## src/rtl/adder_2bit_pkg.sv

```systemverilog
// Shared arithmetic constants: the legal operand-width range for the ripple adders.
package adder_2bit_pkg;

  localparam int ARITH_WIDTH_MIN = 1;
  localparam int ARITH_WIDTH_MAX = 16;

  function automatic bit width_legal(input int width);
    return (width >= ARITH_WIDTH_MIN) && (width <= ARITH_WIDTH_MAX);
  endfunction

endpackage

```

## src/rtl/adder_2bit_full_adder.sv

```systemverilog
// One-bit full adder cell; the ripple chain in adder_2bit is built from these.
module full_adder (
  input  logic a,
  input  logic b,
  input  logic cin,
  output logic s,
  output logic cout
);

  logic half_sum;

  assign half_sum = a ^ b;
  assign s        = half_sum ^ cin;
  assign cout     = (a & b) | (cin & half_sum);

endmodule

```

## src/rtl/adder_2bit.sv

```systemverilog
// Unsigned ripple-carry adder {Carry, Sum} = A + B with an optional output register stage.
module adder_2bit
  import adder_2bit_pkg::*;
#(
  parameter int WIDTH   = 2,
  parameter bit REG_OUT = 1'b1
) (
  input  logic             clk,
  input  logic             rst_n,
  input  logic [WIDTH-1:0] A,
  input  logic [WIDTH-1:0] B,
  input  logic             in_valid,
  output logic [WIDTH-1:0] Sum,
  output logic             Carry,
  output logic             out_valid
);

  if (!width_legal(WIDTH)) begin : g_bad_width
    $fatal(1, "adder_2bit: WIDTH=%0d outside %0d..%0d", WIDTH, ARITH_WIDTH_MIN, ARITH_WIDTH_MAX);
  end

  logic [WIDTH:0]   carry_chain;
  logic [WIDTH-1:0] sum_next;

  assign carry_chain[0] = 1'b0;

  genvar gi;
  generate
    for (gi = 0; gi < WIDTH; gi++) begin : g_cell
      full_adder u_fa (
        .a    (A[gi]),
        .b    (B[gi]),
        .cin  (carry_chain[gi]),
        .s    (sum_next[gi]),
        .cout (carry_chain[gi+1])
      );
    end
  endgenerate

  if (REG_OUT) begin : g_reg
    logic [WIDTH-1:0] sum_reg;
    logic             carry_reg;
    logic             valid_reg;

    // Data captures every edge; out_valid alone qualifies it.
    always_ff @(posedge clk or negedge rst_n) begin
      if (!rst_n) begin
        sum_reg   <= '0;
        carry_reg <= 1'b0;
        valid_reg <= 1'b0;
      end else begin
        sum_reg   <= sum_next;
        carry_reg <= carry_chain[WIDTH];
        valid_reg <= in_valid;
      end
    end

    assign Sum       = sum_reg;
    assign Carry     = carry_reg;
    assign out_valid = valid_reg;
  end else begin : g_comb
    logic unused_clk_rst;

    assign unused_clk_rst = clk ^ rst_n;
    assign Sum            = sum_next;
    assign Carry          = carry_chain[WIDTH];
    assign out_valid      = in_valid;
  end

endmodule

```

## config.mk

```make
export PLATFORM = sky130hd
export DESIGN_NAME = adder_2bit
export DESIGN_NICKNAME = d
export VERILOG_FILES = /design/src/rtl/adder_2bit_pkg.sv /design/src/rtl/adder_2bit_full_adder.sv /design/src/rtl/adder_2bit.sv
export SDC_FILE = /design/constraint.sdc
export NUM_CORES = 1
export LEC_CHECK = 0
export BUFFER_PORTS_ARGS = -buffer_cell sky130_fd_sc_hd__buf_2
export CAP_MARGIN = 20
export CORE_AREA = 2 2 39 41
export CTS_CLUSTER_DIAMETER = 120
export DETAILED_ROUTE_END_ITERATION = 8
export DIE_AREA = 0 0 41 43
export GPL_TIMING_DRIVEN = 0
export MAX_ROUTING_LAYER = met4
export SETUP_SLACK_MARGIN = 0.15
export SYNTH_ARGS = -nofsm -noshare
export SYNTH_HDL_FRONTEND = slang
export SYNTH_SLANG_ARGS = --single-unit
```

## constraint.sdc

```tcl
create_clock -name clk -period 0.8 [get_ports clk]
set_input_delay 0.12 -clock clk [delete_from_list [all_inputs] [get_ports clk]]
set_output_delay 0.12 -clock clk [all_outputs]
set_load 0.01 [all_outputs]
```

## Yosys cells after proc, flatten, opt, wreduce, memory -nomap -nowiden

Cells that the tools add are included.

| cells by class | value |
|---|---|
| div/mod/pow operators | 0 |
| reductions and logical operators | 0 |
| order comparisons | 0 |
| equal/unequal tests | 0 |
| bitwise operators | 7 |
| $mul | 0 |
| shift-type cells | 0 |
| $add $sub $neg | 0 |
| muxes and demuxes | 0 |

Operator list:

| operator | count |
|---|---|
| AND 1 bit | 3 |
| XOR 1 bit | 3 |
| OR 1 bit | 1 |

| word-level totals | value |
|---|---|
| bits in writable memories | 0 |
| register bits | 4 |
| output and inout bits | 4 |
| latch bits | 0 |
| bits in read-only memories | 0 |
| memories | 0 |

## Depth between registers and ports, before layout

| logic depth | value |
|---|---|
| word-level depth | 3 |
| mapped depth | 4 |
| gate-level depth less buffers | 4 |

## Modules after synthesis

Synthesis repeated with hierarchy kept, for this count alone.

| second synthesis, totals | value |
|---|---|
| cells, all modules | 7 |
| area, all modules | 143.9 µm² |

By module, submodules not included:

| module | seq. area each (µm²) | cells an instance | area each (µm²) | instances |
|---|---|---|---|---|
| adder_2bit | 100.1 | 5 | 103.8 | 1 |
| full_adder | 0.0 | 1 | 20.0 | 2 |

## Worst setup path after synthesis

OpenSTA, ideal clock, no wires.

| timing path | value |
|---|---|
| path type | input to register |
| start | in A[0] |
| end | reg g_reg.sum_reg[1], in the netlist Sum[1] |
| data required time | 686 ps |
| slack | -89 ps |
| data arrival time | 775 ps |
| library setup time | 114 ps |
| stages on the path | 4 |
| path through | ha_1 inv_1 fa_1 inv_1 |

| between the ends | value |
|---|---|
| cells in the longest elaborated chain, start to end | 2 |

RTL lines:

| element | RTL line | RTL |
|---|---|---|
| start, declared | adder_2bit.sv:10 | `input logic [WIDTH-1:0] A,` |
| AND 1 bit | adder_2bit_full_adder.sv:14 | `assign cout = (a & b) \| (cin & half_sum);` |
| XOR 1 bit | adder_2bit_full_adder.sv:13 | `assign s = half_sum ^ cin;` |
| named net g_cell[1].u_fa.s | adder_2bit_full_adder.sv:6 | `output logic s,` |
| end signal, assigned | adder_2bit.sv:52 | `sum_reg <= sum_next;` |
| end, declared | adder_2bit.sv:41 | `logic [WIDTH-1:0] sum_reg;` |

The timed path passes the listed nets, and every way through them passes these cells.

## Worst setup path in the final report

| timing path | value |
|---|---|
| start | reg g_reg.carry_reg, in the netlist Carry |
| end | out Carry |

RTL lines:

| element | RTL line | RTL |
|---|---|---|
| start, declared | adder_2bit.sv:42 | `logic carry_reg;` |
| start signal, assigned | adder_2bit.sv:53 | `carry_reg <= carry_chain[WIDTH];` |
| end, declared | adder_2bit.sv:14 | `output logic Carry,` |

No word-level cell between the ends.

==> results by group <==
Final layout
  – Fillers: 150
  – Area Growth Syn to Fin: 90.9%
  – Ant diodes: 0
  – Non-filler cells, final: 42
  – Share of post-route cells with drive strength above 1: 0.577
  – Layout Nets: 37

Critical path
  – WP buf/inv: 1
  – Crit-path cells: buf_2
  – Req. time, crit path: 0.68 ns
  – Critical path type: flip-flop to output port
  – Top cell family by delay on the critical path: flip-flops
  – CP max stage cell: dfrtp_1
  – Worst path arrival time: approximately 0.72 ns
  – Worst path max stage delay: 0.35 ns
  – Critical path fanouts, max: 1
  – Critical Path End Type: output port
  – Type of origin of the critical path: flip-flop

Yosys
  – Register area share after synthesis: 0.661
  – Mapped Area: 151 sq um
  – Synth warn: 0
  – Gate Count Post-Synth: 11
  – Post-synthesis cell type count: 4
  – Synth Net Count: 20
  – Flops & latches, synth: 4
  – Syn Area/Cell: 13.8 sq um

Timing
  – Fin. Hold Viols: 0
  – Fmax: around 1200 MHz
  – Tcrit/Tclk final: 1.05
  – RSZ-0062 raised after global routing: yes
  – Pins Over Slew Limit: 0
  – Final setup vio count: 4
  – Max-slew headroom: 0.937
  – Post-layout worst setup margin: -0.0406 ns
  – Period minus WS final: around 0.84 ns
  – Setup_tns: -0.122 ns
  – Measured slew at the worst slew-check pin: approximately 0.094 ns

Power and ir drop
  – Clock Power Share: 0.439
  – Leakage: 0.153 nW
  – Worst vdd ir: 0.000396 V
  – Pint: 0.437 mW
  – Switching portion of total power: 0.219
  – Total power: 0.560 mW
  – Switch Pwr: between 0.1 and 0.15 mW
  – Power Dens Cells: 1940 nW/um^2
  – Logic gate share of total power: 0.158
  – Seq pwr share: 0.404

GRT
  – First-pass GRT wire length: 510 um
  – Antenna violations before repair: 0
  – Overflow after GRT: 0
  – GRT Total Usage: 0.0579
  – Vias in the first global route: about 130
  – Largest net degree at the start of global routing: 5

Floorplanning
  – Row count: 14
  – Die width: 41 um
  – DIE AREA: 1760 sq um
  – Initial core utilization: 0.109
  – Ports: 11
  – Area of the core: 1380 sq um
  – Die Span Y: 43 um

Place
  – Placement-stage worst setup slack: -0.237 ns
  – Post-Place Cells: 37
  – IO Port Bufs: 10
  – Placer congestion estimate: 0.558

Route
  – DRT antenna net count: 0
  – Metal-1 WL: 135 um
  – DR WL met3: around 73 um
  – Drt drc: 0
  – Routed WL per cell: 8.14 um
  – Routed length on met2: 129 um
  – Via density: around 2.9
  – Drt pass-1 iters: 2
  – Final WL: 342 um
  – Uppermost layer routed: met4
  – Iteration-0 DRC Markers: 2
  – DR vias: 121

Clock network
  – Reg clk slew, reported paths: 0.04 ns
  – TritonCTS Sinks: 4
  – Clock tree buffer depth: 2
  – TritonCTS Buffers: 3
  – CTS tree: built
  – Htree depth: 1
  – Root Buffer: clkbuf_4

Status
  – Failing checks: negative setup slack
  – Outcome: finished with violations

Min path
  – Hold Crit Class: input port to flip-flop

Job
  – Max capacitance violation total: 0
[flip-flops by register name (all words and copies together), names as in the netlist]
signal and cells:
Carry 1, out_valid 1, Sum 2
[cell families after synthesis]
kind of cell / after synthesis / synth area share
buf+inv: 5 / 0.124
fa+ha+maj: 2 / 0.215
flops: 4 / 0.661
[cell usage after synthesis (all sizes together)]
library cell  number  share of area
inv                5           0.12
fa                 1           0.13
ha                 1          0.083
dfrtp              4           0.66
[timing repair]
| item | 4_1_cts | 5_1_grt |
|---|---|---|
| setup endpoints to repair | 6 | 5 |
| endpoints found under the hold margin | 5 | 0 |
| hold buffers | 2 | 0 |
| pin swaps | 2 | 0 |
| gates resized for setup | 2 | 0 |
| setup buffers | 0 | 0 |
[metrics by stage]
step                 util  hold slack (ns)  cell area [sq um]
global placement    0.169          -0.0743                234
detailed placement  0.169          -0.0714                234
global route        0.209           0.0922                289
CTS                 0.209           0.0971                289
finish              0.209            0.103                289
floorplan               -           -0.176                164
[per-layer routing]
| metal | global-route usage | vias up |
|---|---|---|
| met5 | - | - |
| met4 | 0.100 | 0 |
| met3 | 0.0471 | 2 |
| met2 | 0.0594 | 11 |
| met1 | 0.0423 | 48 |
| li1 | - | 60 |
[power groups by stage]
stage | logic, mW | clock network (mW) | registers, mW
2_1_floorplan | 0.0188 | 0 | 0.241
3_3_place_gp | 0.0724 | 0 | 0.230
3_5_place_dp | 0.0779 | 0 | 0.229
4_1_cts | 0.0915 | 0.263 | 0.227
5_1_grt | 0.101 | 0.296 | 0.227
6_report | 0.0884 | 0.246 | 0.226
[path summary, 6_finish.rpt]
path / end / from / depth (start not counted)
worst max-delay path: Carry / Carry / 1
worst min-delay path: Sum[0] / A[0] / 2
max in group asynchronous: Sum[0] / rst_n / 2
min in group asynchronous: Carry / rst_n / 2
[layout by cell type (no fill, tap or decap)]
cell type / n
buf_2: 8
ha_4: 1
dlygate4sd3_1: 2
buf_6: 2
clkbuf_4: 3
fa_1: 1
inv_1: 4
inv_2: 1
dfrtp_1: 4
[layout make-up]
type / instances / area, sq um / area share
Timing Repair Buffer: 12 / 82.6 / 0.286
Multi-Input combinational cell: 2 / 45.0 / 0.156
Inverter: 5 / 18.8 / 0.0649
Tap cell: 16 / 20.0 / 0.0693
Clock buffer: 3 / 22.5 / 0.0779
Sequential cell: 4 / 100 / 0.346
(Power assumes the default switching activity.)
